<file path="config.mk">
export PLATFORM = sky130hd
export DESIGN_NAME = router_fsm_flat
export DESIGN_NICKNAME = d
export VERILOG_FILES = /design/src/rtl/router_pkg.sv /design/src/rtl/router_fsm_if.sv /design/src/rtl/router_wait_timer.sv /design/src/rtl/router_fsm.sv /design/src/flat_wrapper.sv
export SDC_FILE = /design/constraint.sdc
export NUM_CORES = 1
export LEC_CHECK = 0
export CAP_MARGIN = 0
export CORE_MARGIN = 3
export CORE_UTILIZATION = 35
export DETAILED_ROUTE_END_ITERATION = 7
export PLACE_DENSITY = 0.7
export SETUP_SLACK_MARGIN = 0.05
export SYNTH_ARGS = -nofsm -noshare
export SYNTH_HDL_FRONTEND = slang
export SYNTH_HIERARCHICAL = 1
export SYNTH_SLANG_ARGS = --single-unit
</file>
<file path="constraint.sdc">
create_clock -name clk -period 1.88 [get_ports clk]
set_input_delay 0.376 -clock clk [delete_from_list [all_inputs] [get_ports clk]]
set_output_delay 0.376 -clock clk [all_outputs]
set_load 0.05 [all_outputs]
</file>
<file path="src/rtl/router_pkg.sv">
// Shared types and constants for the router input-channel control FSM.
package router_pkg;

  localparam int unsigned NUM_PORTS_DEF    = 3;
  localparam int unsigned ADDR_W_DEF       = 2;
  localparam int unsigned WAIT_TIMEOUT_DEF = 32;

  // Header address that never maps to a port in the default 3-port build.
  localparam logic [1:0] ADDR_INVALID = 2'b11;

  typedef enum logic [2:0] {
    StDecodeAddress,
    StLoadFirstData,
    StLoadData,
    StFifoFull,
    StLoadAfterFull,
    StLoadParity,
    StCheckParityError,
    StWaitTillEmpty
  } state_e;

  // A header is accepted only for an address that names an existing port.
  function automatic logic hdr_valid(input logic        pkt_valid,
                                     input int unsigned addr,
                                     input int unsigned num_ports);
    return pkt_valid && (addr < num_ports);
  endfunction

endpackage

</file>
<file path="src/rtl/router_fsm_if.sv">
// Control/status bundle between the packet source, register block, FIFOs and the FSM.
// master: environment side driving the FSM inputs. slave: the FSM itself.
interface router_fsm_if #(
  parameter int unsigned NUM_PORTS = 3,
  parameter int unsigned ADDR_W    = 2
);

  logic                 pkt_valid;
  logic [ADDR_W-1:0]    data_in;
  logic                 fifo_full;
  logic [NUM_PORTS-1:0] fifo_empty;
  logic [NUM_PORTS-1:0] soft_reset;
  logic                 parity_done;
  logic                 low_pkt_valid;

  logic                 detect_add;
  logic                 lfd_state;
  logic                 ld_state;
  logic                 laf_state;
  logic                 full_state;
  logic                 rst_int_reg;
  logic                 write_enb_reg;
  logic                 busy;
  logic                 drop_pkt;

  modport master (
    output pkt_valid, data_in, fifo_full, fifo_empty, soft_reset, parity_done, low_pkt_valid,
    input  detect_add, lfd_state, ld_state, laf_state, full_state, rst_int_reg,
           write_enb_reg, busy, drop_pkt
  );

  modport slave (
    input  pkt_valid, data_in, fifo_full, fifo_empty, soft_reset, parity_done, low_pkt_valid,
    output detect_add, lfd_state, ld_state, laf_state, full_state, rst_int_reg,
           write_enb_reg, busy, drop_pkt
  );

endinterface

</file>
<file path="src/rtl/router_wait_timer.sv">
// Cycle counter for the WAIT_TILL_EMPTY state: clear has priority over enable, expire_o
// flags the final allowed cycle (count == Limit-1).
module router_wait_timer #(
  parameter int unsigned Limit = 32
) (
  input  logic clk,
  input  logic rst,
  input  logic clr_i,
  input  logic en_i,
  output logic expire_o
);

  localparam int unsigned CntW = (Limit > 1) ? $clog2(Limit) : 1;

  logic [CntW-1:0] cnt_q, cnt_d;

  // Next count: clear, advance, or hold.
  always_comb begin
    cnt_d = cnt_q;
    if (clr_i) begin
      cnt_d = '0;
    end else if (en_i) begin
      cnt_d = cnt_q + 1'b1;
    end
  end

  // Count register with synchronous active-low reset.
  always_ff @(posedge clk) begin
    if (!rst) begin
      cnt_q <= '0;
    end else begin
      cnt_q <= cnt_d;
    end
  end

  assign expire_o = (cnt_q == CntW'(Limit - 1));

endmodule

</file>
<file path="src/rtl/router_fsm.sv">
// Router input-channel control FSM. Decodes the header address, sequences the register
// block through header/payload/full-stall/parity phases and gates FIFO writes.
// Optional feature macro: ROUTER_FSM_WAIT_TIMEOUT_EN adds a WAIT_TILL_EMPTY timeout that
// abandons the packet and pulses drop_pkt; without it WAIT_TILL_EMPTY holds indefinitely.
module router_fsm
  import router_pkg::*;
#(
  parameter int unsigned NUM_PORTS    = NUM_PORTS_DEF,
  parameter int unsigned ADDR_W       = ADDR_W_DEF,
  parameter int unsigned WAIT_TIMEOUT = WAIT_TIMEOUT_DEF
) (
  input logic         clk,
  input logic         rst,
  router_fsm_if.slave bus
);

  // Per-port vectors widened to the full address space so any addr indexes safely.
  localparam int unsigned NumSel = 2 ** ADDR_W;

  state_e            state_q, state_d;
  logic [ADDR_W-1:0] addr_q, addr_d;

  logic [NumSel-1:0] empty_ext, srst_ext;
  logic              hdr_ok, empty_hdr, empty_sel, srst_sel;
  logic              timeout_hit;

  // Zero-extend per-port flags so unused addresses read as not-empty / no soft reset.
  always_comb begin
    empty_ext                = '0;
    srst_ext                 = '0;
    empty_ext[NUM_PORTS-1:0] = bus.fifo_empty;
    srst_ext[NUM_PORTS-1:0]  = bus.soft_reset;
  end

  assign hdr_ok    = hdr_valid(bus.pkt_valid, 32'(bus.data_in), NUM_PORTS);
  assign empty_hdr = empty_ext[bus.data_in];
  assign empty_sel = empty_ext[addr_q];
  assign srst_sel  = srst_ext[addr_q];

`ifdef ROUTER_FSM_WAIT_TIMEOUT_EN
  logic expire;
  logic drop_q, drop_d;

  router_wait_timer #(
    .Limit (WAIT_TIMEOUT)
  ) u_wait_timer (
    .clk      (clk),
    .rst      (rst),
    .clr_i    (state_q != StWaitTillEmpty),
    .en_i     (state_q == StWaitTillEmpty),
    .expire_o (expire)
  );

  // An arriving empty flag in the expiry cycle still wins over the timeout.
  assign timeout_hit = (state_q == StWaitTillEmpty) && expire && !empty_sel;

  // drop_pkt pulses only when the timeout itself abandons the packet.
  always_comb begin
    drop_d = timeout_hit && !srst_sel;
  end

  // Registered drop pulse.
  always_ff @(posedge clk) begin
    if (!rst) begin
      drop_q <= 1'b0;
    end else begin
      drop_q <= drop_d;
    end
  end

  assign bus.drop_pkt = drop_q;
`else
  logic unused_timeout;
  assign unused_timeout = ^WAIT_TIMEOUT;
  assign timeout_hit    = 1'b0;
  assign bus.drop_pkt   = 1'b0;
`endif

  // Next-state and address capture: soft reset > timeout > normal transitions.
  always_comb begin
    state_d = state_q;
    addr_d  = addr_q;

    if (state_q == StDecodeAddress && bus.pkt_valid) begin
      addr_d = bus.data_in;
    end

    if (state_q != StDecodeAddress && srst_sel) begin
      state_d = StDecodeAddress;
    end else if (timeout_hit) begin
      state_d = StDecodeAddress;
    end else begin
      unique case (state_q)
        StDecodeAddress: begin
          if (hdr_ok) begin
            state_d = empty_hdr ? StLoadFirstData : StWaitTillEmpty;
          end
        end
        StLoadFirstData: state_d = StLoadData;
        StLoadData: begin
          if (bus.fifo_full) begin
            state_d = StFifoFull;
          end else if (!bus.pkt_valid) begin
            state_d = StLoadParity;
          end
        end
        StFifoFull: begin
          if (!bus.fifo_full) begin
            state_d = StLoadAfterFull;
          end
        end
        StLoadAfterFull: begin
          if (bus.parity_done) begin
            state_d = StDecodeAddress;
          end else if (bus.low_pkt_valid) begin
            state_d = StLoadParity;
          end else begin
            state_d = StLoadData;
          end
        end
        StLoadParity: state_d = StCheckParityError;
        StCheckParityError: begin
          state_d = bus.fifo_full ? StFifoFull : StDecodeAddress;
        end
        StWaitTillEmpty: begin
          if (empty_sel) begin
            state_d = StLoadFirstData;
          end
        end
        default: state_d = StDecodeAddress;
      endcase
    end
  end

  // State and captured address, synchronous active-low reset.
  always_ff @(posedge clk) begin
    if (!rst) begin
      state_q <= StDecodeAddress;
      addr_q  <= '0;
    end else begin
      state_q <= state_d;
      addr_q  <= addr_d;
    end
  end

  // Moore outputs: pure decodes of the registered state.
  assign bus.detect_add    = (state_q == StDecodeAddress);
  assign bus.lfd_state     = (state_q == StLoadFirstData);
  assign bus.ld_state      = (state_q == StLoadData);
  assign bus.laf_state     = (state_q == StLoadAfterFull);
  assign bus.full_state    = (state_q == StFifoFull);
  assign bus.rst_int_reg   = (state_q == StCheckParityError);
  assign bus.write_enb_reg = (state_q == StLoadData) || (state_q == StLoadParity) ||
                             (state_q == StLoadAfterFull);
  assign bus.busy          = (state_q != StDecodeAddress) && (state_q != StLoadData);

endmodule
</file>
<file path="src/flat_wrapper.sv">
// flat-port wrapper written by rule: the top's interface ports become plain ports
module router_fsm_flat import router_pkg::*;
#(
  parameter int unsigned NUM_PORTS    = NUM_PORTS_DEF,
  parameter int unsigned ADDR_W       = ADDR_W_DEF,
  parameter int unsigned WAIT_TIMEOUT = WAIT_TIMEOUT_DEF
)
  (clk, rst, bus_pkt_valid, bus_data_in, bus_fifo_full, bus_fifo_empty, bus_soft_reset, bus_parity_done, bus_low_pkt_valid, bus_detect_add, bus_lfd_state, bus_ld_state, bus_laf_state, bus_full_state, bus_rst_int_reg, bus_write_enb_reg, bus_busy, bus_drop_pkt);
  router_fsm_if #(.NUM_PORTS(NUM_PORTS), .ADDR_W(ADDR_W)) bus_i ();
  input logic clk;
  input logic rst;
  input wire logic [$bits(bus_i.pkt_valid)-1:0] bus_pkt_valid;
  input wire logic [$bits(bus_i.data_in)-1:0] bus_data_in;
  input wire logic [$bits(bus_i.fifo_full)-1:0] bus_fifo_full;
  input wire logic [$bits(bus_i.fifo_empty)-1:0] bus_fifo_empty;
  input wire logic [$bits(bus_i.soft_reset)-1:0] bus_soft_reset;
  input wire logic [$bits(bus_i.parity_done)-1:0] bus_parity_done;
  input wire logic [$bits(bus_i.low_pkt_valid)-1:0] bus_low_pkt_valid;
  output wire logic [$bits(bus_i.detect_add)-1:0] bus_detect_add;
  output wire logic [$bits(bus_i.lfd_state)-1:0] bus_lfd_state;
  output wire logic [$bits(bus_i.ld_state)-1:0] bus_ld_state;
  output wire logic [$bits(bus_i.laf_state)-1:0] bus_laf_state;
  output wire logic [$bits(bus_i.full_state)-1:0] bus_full_state;
  output wire logic [$bits(bus_i.rst_int_reg)-1:0] bus_rst_int_reg;
  output wire logic [$bits(bus_i.write_enb_reg)-1:0] bus_write_enb_reg;
  output wire logic [$bits(bus_i.busy)-1:0] bus_busy;
  output wire logic [$bits(bus_i.drop_pkt)-1:0] bus_drop_pkt;
  assign bus_i.pkt_valid = bus_pkt_valid;
  assign bus_i.data_in = bus_data_in;
  assign bus_i.fifo_full = bus_fifo_full;
  assign bus_i.fifo_empty = bus_fifo_empty;
  assign bus_i.soft_reset = bus_soft_reset;
  assign bus_i.parity_done = bus_parity_done;
  assign bus_i.low_pkt_valid = bus_low_pkt_valid;
  assign bus_detect_add = bus_i.detect_add;
  assign bus_lfd_state = bus_i.lfd_state;
  assign bus_ld_state = bus_i.ld_state;
  assign bus_laf_state = bus_i.laf_state;
  assign bus_full_state = bus_i.full_state;
  assign bus_rst_int_reg = bus_i.rst_int_reg;
  assign bus_write_enb_reg = bus_i.write_enb_reg;
  assign bus_busy = bus_i.busy;
  assign bus_drop_pkt = bus_i.drop_pkt;
  router_fsm #(.NUM_PORTS(NUM_PORTS), .ADDR_W(ADDR_W), .WAIT_TIMEOUT(WAIT_TIMEOUT)) u_core (.clk(clk), .rst(rst), .bus(bus_i));
endmodule
</file>
==> results.md, run 1 <==
* Number of core rows at 12
* Routed length on met2 at 636 microns
* Worst setup path startpoint: u_core/state_q[2]
* Total of flip-flops plus latches after synthesis at 5
* Area fraction in compound gates after synthesis at 32.56%
* Arrival time at the worst endpoint at 1.31 ns
* Hold WC Path Type: reg -> reg
* Combinational family with the most area after synthesis: compound AO/OA/AOI/OAI gates
* Met3 Wirelength at 52 microns
* Count of maximum capacitance violations at 0
* Antenna diode count at 0
* Final number of hold-violating endpoints at 0
* Minimum period implied by the final worst setup slack at 1.684 ns
* Total gr overflow at 0
* Routed metal-1 wirelength at 639 microns
* Layout area overhead at 65.63%
* Share of final-layout standard cells stronger than drive strength 1 at 21.59%
* Initial cell density of the core at 40.31%
* Layout Nets at 103
* Worst Path Required at 1.50 ns
* DR DRC count at 0
* Number of sinks handled by clock tree synthesis at 5
* Cell at the root of the clock tree: sky130_fd_sc_hd__clkbuf_4
* Category of the critical setup timing path: reg -> out
* Async set-or-reset flop fraction in the synthesized netlist at 0%
* Total standard cell area after synthesis at 484.2 sq um
* Fraction of synthesized cell area in xor and xnor cells at 0%
* Fillcell total at 110
* Number of iterations in the first detailed-routing pass at 4
* Worst Reg-to-Reg Cells at 4
* Peak clock frequency supported by timing at 0.5939 GHz
* Last weighted congestion value of the routability-driven placer at 0.7947
* Most common cell in the netlist: sky130_fd_sc_hd__nor2_1
* Vias in the first global route at 467
* Total number of vias at 535
* Ports placed on the boundary at 23
* Number of buffers inserted during clock tree synthesis at 3
* Maximum number of pins on one net before global-route repair at 15
* Setup repair after global routing missed its margin: no
* Floorplan die width at 43.20 microns
* Status: completed
* Maximum VDD drop at 0.8878 mV
* Worst skew pair latency at 0.25 ns
* WL/cell at 13.02 microns
* Register area share after synthesis at 20.67%
* Routed wire length at 1328 microns
* Post-synthesis simple-gate area fraction at 30.23%
* Primary FF master, synth: sky130_fd_sc_hd__dfxtp_1
* Yosys Warn Count at 6
* Global-route wire length before repair at 2187 microns
* Overall track demand over capacity in global routing at 15.48%
* Post-synthesis instance total at 66
* Power per unit of standard cell area at 1796 mW/mm^2
* Highest net fanout along the worst path at 8
* Initial drt markers at 13
* Vias per std cell at 5.245
* Final core occ at 66.77%
* Static leakage power at 0.3329 nW
* Synthesized area per cell at 7.337 sq um
* Count of buffers inserted at the top-level ports at 21
* Number of stages on the worst hold path at 2
* CTS tree: built
* Die height at 43.20 microns
* Highest signal layer in the routed design: met3
* Type of element launching the critical path: flip-flop
* Clock skew at 0.005617 ns
* Type of element capturing the critical path: output pin
* Fraction of synthesized cell area taken by the top area cell type at 20.67%
* Final setup violation count at 0
* Post-route setup TNS at 0 ns
* Reg clk slew, reported paths at 0.05 ns
* H-tree depth reported by CTS at 1
* Commonest cells post-synth: sky130_fd_sc_hd__nor2_1, sky130_fd_sc_hd__nand2_1, sky130_fd_sc_hd__dfxtp_1
* Syn_nets at 80
* Core Box Area at 0.001201 sq mm
* Antenna violations before repair at 0
* Arithmetic-cell share of the synthesized area counting full adders, half adders and majority gates at 0%
* Count of flip-flops with a built-in enable after synthesis at 0
* Total half-perimeter wirelength after legalization and detailed placement at 1097 microns
* Clock buffer depth at 2
* Multiplexer share of the synthesized area at 6.718%
* R2r startpoint: u_core/addr_q[1]
* Post-synthesis cell type count at 35
* Startpoint of the tightest hold check path: u_core/addr_q[0]
* Synth area leaders: sky130_fd_sc_hd__dfxtp_1, sky130_fd_sc_hd__nor2_1, sky130_fd_sc_hd__nand2_1
* Antenna Nets Post-Route at 0
* Final Cycle Share at 89.56%
* Number of pins with negative max-slew slack in the final report at 0
* Cell taking the most area after synthesis: sky130_fd_sc_hd__dfxtp_1
* Area enclosed by the die boundary at 0.001866 sq mm
worst paths after layout:
check	slack [ns]	to
max	0.20	bus_write_enb_reg
min	0.48	u_core/addr_q[0]
max reg2reg	0.39	u_core/state_q[0]
min reg2reg	0.48	u_core/addr_q[0]
routing by layer:
layer / vias up / global-route usage, %
li1: 280 / -
met1: 246 / 21.23
met2: 9 / 22.12
met3: 0 / 6.356
met4: 0 / 3.614
met5: - / 0
metrics by stage:
stage / cells / cell area, sq um / hold WS [ns] / setup slack, ns / total power, W
final: 102 / 802.0 / 0.4846 / 0.1963 / 0.001440
after global placement: 98 / 773.2 / 0.4740 / 0.05883 / 0.001305
after CTS: 102 / 799.5 / 0.4810 / 0.1116 / 0.001439
after global routing: 102 / 802.0 / 0.5043 / 0.1001 / 0.001527
after floorplan: 66 / 489.2 / 0.4443 / 0.2038 / 0.0008660
after detailed placement: 98 / 773.2 / 0.4752 / 0.04979 / 0.001309
area by class of cell:
| class | instances | area [sq um] | area share (%) |
|---|---|---|---|
| inverter | 4 | 20.02 | 2.496 |
| timing repair buffer | 21 | 290.3 | 36.19 |
| multi-input combinational | 54 | 345.3 | 43.06 |
| tap | 14 | 17.52 | 2.184 |
| clock buffer | 4 | 26.28 | 3.276 |
| sequential | 5 | 102.6 | 12.79 |
critical path, stage by stage, from the launching register on:
cell and delay [ns]:
sky130_fd_sc_hd__dfxtp_1 0.38, sky130_fd_sc_hd__nand2b_1 0.26, sky130_fd_sc_hd__o21ai_1 0.24, sky130_fd_sc_hd__buf_12 0.17
registers in the layout, summed over array words and instances (netlist names):
signal          flops
u_core/addr_q       2
u_core/state_q      3
report_power, final:
part / internal, W / switching (W) / total, W
Sequential: 0.000149 / 0.0000798 / 0.000228
Clock: 0.0000804 / 0.0000470 / 0.000127
Combinational: 0.000496 / 0.000589 / 0.00108
Total: 0.000725 / 0.000716 / 0.00144
logic make-up (layout without fill, tap and decap cells):
| family | count (synthesis) | after routing |
|---|---|---|
| simple gates | 29 | 29 |
| compound gates | 21 | 21 |
| buf+inv | 7 | 29 |
| flops | 5 | 5 |
| mux | 3 | 3 |
| other cells | 1 | 1 |
repair_timing:
| action | CTS | global route |
|---|---|---|
| setup endpoints to repair | 0 | 3 |
| buffers inserted | 0 | 0 |
| resized for setup | 0 | 2 |
| hold buffers | 0 | 0 |
layout by cell type, fill, tap and decap left out, drive strengths merged:
| cell | synthesis | final |
|---|---|---|
| clkdlybuf4s50 | 0 | 13 |
| nor2 | 9 | 9 |
| buf | 3 | 8 |
| nand2 | 7 | 7 |
| dfxtp | 5 | 5 |
| clkbuf | 0 | 4 |
| a21oi | 4 | 4 |
| nand2b | 3 | 3 |
| inv | 3 | 3 |
| a21o | 3 | 3 |
| nand3 | 3 | 3 |
| o21ai | 3 | 3 |
| o211a | 2 | 2 |
| a21boi | 2 | 2 |
| mux2 | 2 | 2 |
| nor3 | 1 | 1 |
| or3 | 1 | 1 |
| clkinv | 1 | 1 |
| o32ai | 1 | 1 |
| or3b | 1 | 1 |
| and2b | 1 | 1 |
| a221o | 1 | 1 |
| a21bo | 1 | 1 |
| o2111ai | 1 | 1 |
| a22oi | 1 | 1 |
| mux2i | 1 | 1 |
| nand3b | 1 | 1 |
| nor2b | 1 | 1 |
| o311ai | 1 | 1 |
| o211ai | 1 | 1 |
| nand4 | 1 | 1 |
| conb | 1 | 1 |
Note: power is estimated with default switching activity, not from simulation.
==> inputs of run 2 (changes only) <==
Settings changed: CAP_MARGIN 0 to default.
==> results of run 2 <==
Final layout, timing and power as in run 1 (identical DEF).
